## config.mk

```make
export PLATFORM = sky130hd
export DESIGN_NAME = stream_demux1to2_8_flat
export DESIGN_NICKNAME = d
export VERILOG_FILES = /design/src/rtl/stream_demux1to2_8_if.sv /design/src/rtl/stream_demux1to2_8.sv /design/src/flat_wrapper.sv
export SDC_FILE = /design/constraint.sdc
export NUM_CORES = 1
export LEC_CHECK = 0
export CORE_MARGIN = 5
export CORE_UTILIZATION = 39
export DETAILED_ROUTE_END_ITERATION = 10
export GPL_TIMING_DRIVEN = 0
export PLACE_DENSITY_LB_ADDON = 0.12
export SETUP_SLACK_MARGIN = 0.5
export SYNTH_ARGS = -nofsm -noshare
export SYNTH_HDL_FRONTEND = slang
export SYNTH_SLANG_ARGS = --single-unit
```

## constraint.sdc

```tcl
create_clock -name clk -period 4.6 [get_ports clk]
set_input_delay 0.92 -clock clk [delete_from_list [all_inputs] [get_ports clk]]
set_output_delay 0.92 -clock clk [all_outputs]
set_load 0.1 [all_outputs]
```

## src/rtl/stream_demux1to2_8_if.sv

```systemverilog
// Bundle of all non-clock signals of the 1-to-2 byte stream demultiplexer:
// the upstream handshake, both downstream handshakes, and the transfer counters.
interface stream_demux1to2_8_if #(
  parameter int CNT_W = 8
);

  logic             s_valid;
  logic             s_ready;
  logic [7:0]       s_data;
  logic             s_sel;

  logic             m0_valid;
  logic             m0_ready;
  logic [7:0]       m0_data;
  logic             m1_valid;
  logic             m1_ready;
  logic [7:0]       m1_data;

  logic             cnt_clr;
  logic [CNT_W-1:0] m0_cnt;
  logic [CNT_W-1:0] m1_cnt;

  // Environment side: drives upstream data, downstream readies and the clear.
  modport master (
    output s_valid, s_data, s_sel, m0_ready, m1_ready, cnt_clr,
    input  s_ready, m0_valid, m0_data, m1_valid, m1_data, m0_cnt, m1_cnt
  );

  // Demultiplexer side.
  modport slave (
    input  s_valid, s_data, s_sel, m0_ready, m1_ready, cnt_clr,
    output s_ready, m0_valid, m0_data, m1_valid, m1_data, m0_cnt, m1_cnt
  );

endinterface

```

## src/rtl/stream_demux1to2_8.sv

```systemverilog
// 1-to-2 byte stream demultiplexer. Every output port owns a private two-entry
// FIFO and a wrapping transfer counter. s_ready depends only on s_sel and the
// registered occupancy, so a stalled port never blocks the other one and no
// combinational path runs from a downstream ready back upstream.
module stream_demux1to2_8 #(
  parameter int CNT_W = 8
) (
  input logic                   clk,
  input logic                   rst_n,
  stream_demux1to2_8_if.slave   bus
);

  logic [1:0] mReady;
  logic [1:0] full;
  logic       sReady;
  logic       sFire;

  assign mReady = {bus.m1_ready, bus.m0_ready};

  for (genvar p = 0; p < 2; p++) begin : gPort
    logic [7:0]       mem_q [2];
    logic [7:0]       mem_d [2];
    logic             rdPtr_q;
    logic             rdPtr_d;
    logic             wrPtr_q;
    logic             wrPtr_d;
    logic [1:0]       occ_q;
    logic [1:0]       occ_d;
    logic [CNT_W-1:0] cnt_q;
    logic [CNT_W-1:0] cnt_d;
    logic             push;
    logic             pop;

    assign push = sFire && (bus.s_sel == 1'(p));
    assign pop  = (occ_q != 2'd0) && mReady[p];

    // Next FIFO and counter state from this port's push/pop and the clear.
    always_comb begin
      mem_d   = mem_q;
      rdPtr_d = rdPtr_q;
      wrPtr_d = wrPtr_q;
      occ_d   = occ_q;
      cnt_d   = cnt_q;
      if (push) begin
        mem_d[wrPtr_q] = bus.s_data;
        wrPtr_d        = ~wrPtr_q;
      end
      if (pop) begin
        rdPtr_d = ~rdPtr_q;
      end
      case ({push, pop})
        2'b10:   occ_d = occ_q + 2'd1;
        2'b01:   occ_d = occ_q - 2'd1;
        default: occ_d = occ_q;
      endcase
      if (bus.cnt_clr) begin
        cnt_d = '0;
      end else if (pop) begin
        cnt_d = cnt_q + CNT_W'(1);
      end
    end

    // Port state registers; reset empties the FIFO and discards its bytes.
    always_ff @(posedge clk or negedge rst_n) begin
      if (!rst_n) begin
        mem_q[0] <= 8'h00;
        mem_q[1] <= 8'h00;
        rdPtr_q  <= 1'b0;
        wrPtr_q  <= 1'b0;
        occ_q    <= 2'd0;
        cnt_q    <= '0;
      end else begin
        mem_q    <= mem_d;
        rdPtr_q  <= rdPtr_d;
        wrPtr_q  <= wrPtr_d;
        occ_q    <= occ_d;
        cnt_q    <= cnt_d;
      end
    end
  end

  assign full   = {gPort[1].occ_q == 2'd2, gPort[0].occ_q == 2'd2};
  assign sReady = rst_n && !full[bus.s_sel];
  assign sFire  = bus.s_valid && sReady;

  assign bus.s_ready  = sReady;
  assign bus.m0_valid = (gPort[0].occ_q != 2'd0);
  assign bus.m1_valid = (gPort[1].occ_q != 2'd0);
  assign bus.m0_data  = gPort[0].mem_q[gPort[0].rdPtr_q];
  assign bus.m1_data  = gPort[1].mem_q[gPort[1].rdPtr_q];
  assign bus.m0_cnt   = gPort[0].cnt_q;
  assign bus.m1_cnt   = gPort[1].cnt_q;

endmodule
```

## src/flat_wrapper.sv

```systemverilog
// flat-port wrapper written by rule: the top's interface ports become plain ports
module stream_demux1to2_8_flat 
#(
  parameter int CNT_W = 8
)
  (clk, rst_n, bus_s_valid, bus_s_data, bus_s_sel, bus_m0_ready, bus_m1_ready, bus_cnt_clr, bus_s_ready, bus_m0_valid, bus_m0_data, bus_m1_valid, bus_m1_data, bus_m0_cnt, bus_m1_cnt);
  stream_demux1to2_8_if #(.CNT_W(CNT_W)) bus_i ();
  input logic clk;
  input logic rst_n;
  input wire logic [$bits(bus_i.s_valid)-1:0] bus_s_valid;
  input wire logic [$bits(bus_i.s_data)-1:0] bus_s_data;
  input wire logic [$bits(bus_i.s_sel)-1:0] bus_s_sel;
  input wire logic [$bits(bus_i.m0_ready)-1:0] bus_m0_ready;
  input wire logic [$bits(bus_i.m1_ready)-1:0] bus_m1_ready;
  input wire logic [$bits(bus_i.cnt_clr)-1:0] bus_cnt_clr;
  output wire logic [$bits(bus_i.s_ready)-1:0] bus_s_ready;
  output wire logic [$bits(bus_i.m0_valid)-1:0] bus_m0_valid;
  output wire logic [$bits(bus_i.m0_data)-1:0] bus_m0_data;
  output wire logic [$bits(bus_i.m1_valid)-1:0] bus_m1_valid;
  output wire logic [$bits(bus_i.m1_data)-1:0] bus_m1_data;
  output wire logic [$bits(bus_i.m0_cnt)-1:0] bus_m0_cnt;
  output wire logic [$bits(bus_i.m1_cnt)-1:0] bus_m1_cnt;
  assign bus_i.s_valid = bus_s_valid;
  assign bus_i.s_data = bus_s_data;
  assign bus_i.s_sel = bus_s_sel;
  assign bus_i.m0_ready = bus_m0_ready;
  assign bus_i.m1_ready = bus_m1_ready;
  assign bus_i.cnt_clr = bus_cnt_clr;
  assign bus_s_ready = bus_i.s_ready;
  assign bus_m0_valid = bus_i.m0_valid;
  assign bus_m0_data = bus_i.m0_data;
  assign bus_m1_valid = bus_i.m1_valid;
  assign bus_m1_data = bus_i.m1_data;
  assign bus_m0_cnt = bus_i.m0_cnt;
  assign bus_m1_cnt = bus_i.m1_cnt;
  stream_demux1to2_8 #(.CNT_W(CNT_W)) u_core (.clk(clk), .rst_n(rst_n), .bus(bus_i));
endmodule
```

==> reports/results.ini <==
[cts]
clock_pin_slew_on_the_worst_setup_and_hold_paths_ns=0.10
count_of_clock_tree_sinks=56
cts_hold_repair.buffers=0
clkLatencyLatePin_ns=0.31
max-clock-path-buffers=2
cts_buffers=5
htree_num_levels=2
cts_setup_buffers=0
clock_tree_from_tritoncts=yes
cts.root.buffer_cell=sky130_fd_sc_hd__clkbuf_8

[setup_path]
critical_path_arrival_ns=2.80
slowest_stage_cell_cp=sky130_fd_sc_hd__dlygate4sd2_1
path_cells=buf_2 > buf_12 > o21a_1 > dlygate4sd2_1
critPathKind=input pin to output pin
critPathRequiredTime_ns=3.68
endpoint_kind=output pin
timing.critical_path.fanout_max=33
slowest_delay_ns=0.85
worst_setup_path_start_kind=input pin

[sta]
finalSetupViolCount=0
worst_margin_pin_slew_ns=1.046
number_of_pins_with_negative_max_slew_slack_in_the_final_report=0
finClkSkew_ns=0.008156
fin_crit_sh_pct=80.97
fmax_ghz=0.2685
setup-tns-final_ns=0
slew_headroom_pct=29.66
rsz0062_at_grt=false
final.hold.worst_slack_ns=0.5106
finalHoldViolations=0
minimum_clock_period_ns=3.724

[synth]
per_instance_average_area_after_synthesis_um2=12.91
top_reg_cell_synth=sky130_fd_sc_hd__dfrtp_1
netlist_area_um2=2634
yosysWarningCount=0
netlist_cell_types=32
synth_top_area_share_pct=53.21
yosys-top-cells-area=sky130_fd_sc_hd__dfrtp_1 (53%), sky130_fd_sc_hd__mux2_2 (17%), sky130_fd_sc_hd__mux2_4 (4.6%)
synth.most_common_cell=sky130_fd_sc_hd__dfrtp_1
synth_common_cells=sky130_fd_sc_hd__dfrtp_1 (56), sky130_fd_sc_hd__mux2_2 (40), sky130_fd_sc_hd__nor2_1 (12)
async_flop_share_pct=100.0
synth.yosys.seq_area_share_pct=53.21
synth_largest_area_cell=sky130_fd_sc_hd__dfrtp_1
postSynthRegisterBits=56
syn_inst=204
number_of_synthesized_flops_with_an_enable_pin=0
synth_nets=223

[layout]
seqCellArea_um2=1401
drive_above_1_share_pct=25.29
multiInputGateArea_um2=1174
finalNonFillerCells=341
layout.core_utilization_pct=49.93
num-fill-cells=611
insertedDiodeCount=0
net_count_reported_at_finish=279
area_growth_syn_to_layout_pct=26.65

[floorplanning]
core.rowCount=30
io_pins=50
floorplan.initialDensity_pct=39.42
floorplan.die.height_um=92.18
die_area_um2=8497
coreArea_um2=6681
chipWidth_um=92.18

[route]
drcViolationCount=0
drtAntennaViolNets=0
drc_violation_total_after_the_first_tritonroute_iteration=55
drt_pass1_iterations=4
route.vias.total=1724
routed_wirelength_um=5225
vias_per_cell=5.056
routedWlPerCell_um=15.32

[global_routing]
grt_start_max_net_pins=34
grt_pass1_vias=1767
antenna_found_initial=0
grt_pass1_wl_um=8880
grt_overflow=0
grt_usage_pct=13.43

[placed_design]
port_buffers=48
placed_cells_incl_taps=333
dp_hpwl_um=3685
globalplace.congestion=0.7053

[status]
outcome=completed

[run]
cap_viol_max_count=0

[min_path]
hold_class=register to register

layout by cell type, fill, tap and decap left out, types with 2 or more instances in the layout:
| master | netlist | final |
|---|---|---|
| sky130_fd_sc_hd__a21oi_1 | 8 | 8 |
| sky130_fd_sc_hd__or4_1 | 7 | 7 |
| sky130_fd_sc_hd__nand2b_1 | 2 | 2 |
| sky130_fd_sc_hd__clkbuf_1 | 3 | 4 |
| sky130_fd_sc_hd__xor2_1 | 6 | 6 |
| sky130_fd_sc_hd__o31ai_1 | 4 | 4 |
| sky130_fd_sc_hd__mux2i_1 | 2 | 2 |
| sky130_fd_sc_hd__clkdlybuf4s50_1 | 0 | 46 |
| sky130_fd_sc_hd__nand3_1 | 2 | 2 |
| sky130_fd_sc_hd__mux2_2 | 40 | 40 |
| sky130_fd_sc_hd__buf_2 | 2 | 3 |
| sky130_fd_sc_hd__clkbuf_8 | 0 | 5 |
| sky130_fd_sc_hd__ha_1 | 4 | 4 |
| sky130_fd_sc_hd__mux2_4 | 8 | 8 |
| sky130_fd_sc_hd__nand4_1 | 4 | 4 |
| sky130_fd_sc_hd__nor2_1 | 12 | 12 |
| sky130_fd_sc_hd__dfrtp_1 | 56 | 56 |
| sky130_fd_sc_hd__xnor2_1 | 8 | 8 |
| sky130_fd_sc_hd__or2_2 | 2 | 2 |
| sky130_fd_sc_hd__nand2_1 | 5 | 5 |
| sky130_fd_sc_hd__or3_1 | 6 | 6 |
| sky130_fd_sc_hd__inv_1 | 4 | 4 |
| sky130_fd_sc_hd__o21ai_0 | 6 | 6 |
| sky130_fd_sc_hd__o211ai_1 | 2 | 2 |
| sky130_fd_sc_hd__o21ai_1 | 2 | 2 |
metrics by stage:
step | setup slack (ns) | instance area, um2
3_3_place_gp | -1.160 | 3214
4_1_cts | 0.7820 | 3336
2_1_floorplan | 1.857 | 2634
3_5_place_dp | 0.4986 | 3229
5_1_grt | 0.6810 | 3336
6_report | 0.8756 | 3336
final timing paths:
| kind | from | slack, ns | depth (start not counted) | to |
|---|---|---|---|---|
| worst max-delay path | rst_n | 0.88 | 4 | bus_s_ready |
| worst min-delay path | u_core.gPort[1].mem_q[8] | 0.51 | 1 | u_core.gPort[1].mem_q[8] |
| worst max register to register | u_core.gPort[0].occ_q[0] | 2.66 | 6 | u_core.gPort[0].occ_q[1] |
| worst min register to register | u_core.gPort[1].mem_q[8] | 0.51 | 1 | u_core.gPort[1].mem_q[8] |
| max in group asynchronous | rst_n | 3.32 | 2 | u_core.gPort[1].mem_q[11] |
| min in group asynchronous | rst_n | 0.68 | 1 | u_core.bus.m1_cnt[5] |
critical path, delay by kind of cell:
| kind | cells | cell delay (ns) |
|---|---|---|
| buffers and inverters | 3 | 1.71 |
| AO/OA/AOI/OAI | 1 | 0.15 |
layout make-up:
type | count | share of cell area, %
Sequential cell | 56 | 42.01
Timing Repair Buffer | 49 | 14.82
Multi-Input combinational cell | 136 | 35.18
Buffer | 8 | 1.313
Clock inverter | 2 | 1.050
Tap cell | 80 | 3.001
Clock buffer | 6 | 2.176
Inverter | 4 | 0.4501
metal layers:
metal	vias up	share of wire [%]	track usage, %
met5	-	0	0
met4	0	1.2	4.084
met3	6	3.9	3.692
met2	28	46	21.23
met1	849	49	17.95
li1	841	-	-
sequential cells by signal, indices dropped and copies added, names as in the netlist:
name	flops
u_core.gPort.mem_q	32
u_core.gPort.wrPtr_q	2
u_core.bus.m1_cnt	8
u_core.bus.m0_cnt	8
u_core.gPort.occ_q	4
u_core.gPort.rdPtr_q	2
timing repair:
action                                  4_1_cts  5_1_grt
gates resized for setup                       1        0
endpoints found under the setup margin        1        0
endpoints found under the hold margin         0        0
cell families (layout without fill, tap and decap cells):
group / count (synthesis) / in the layout / share of synthesized area (%)
flip-flops: 56 / 56 / 53.21
multiplexers: 50 / 50 / 22.42
AND/OR/NAND/NOR: 45 / 45 / 10.55
AO/OA/AOI/OAI: 23 / 23 / 5.036
XOR/XNOR: 14 / 14 / 4.656
buffers and inverters: 12 / 69 / 2.233
adder cells (fa/ha/maj): 4 / 4 / 1.900
Power is not shown: default switching activity piles up to over one toggle a cycle in this logic, so the estimate is an artifact.
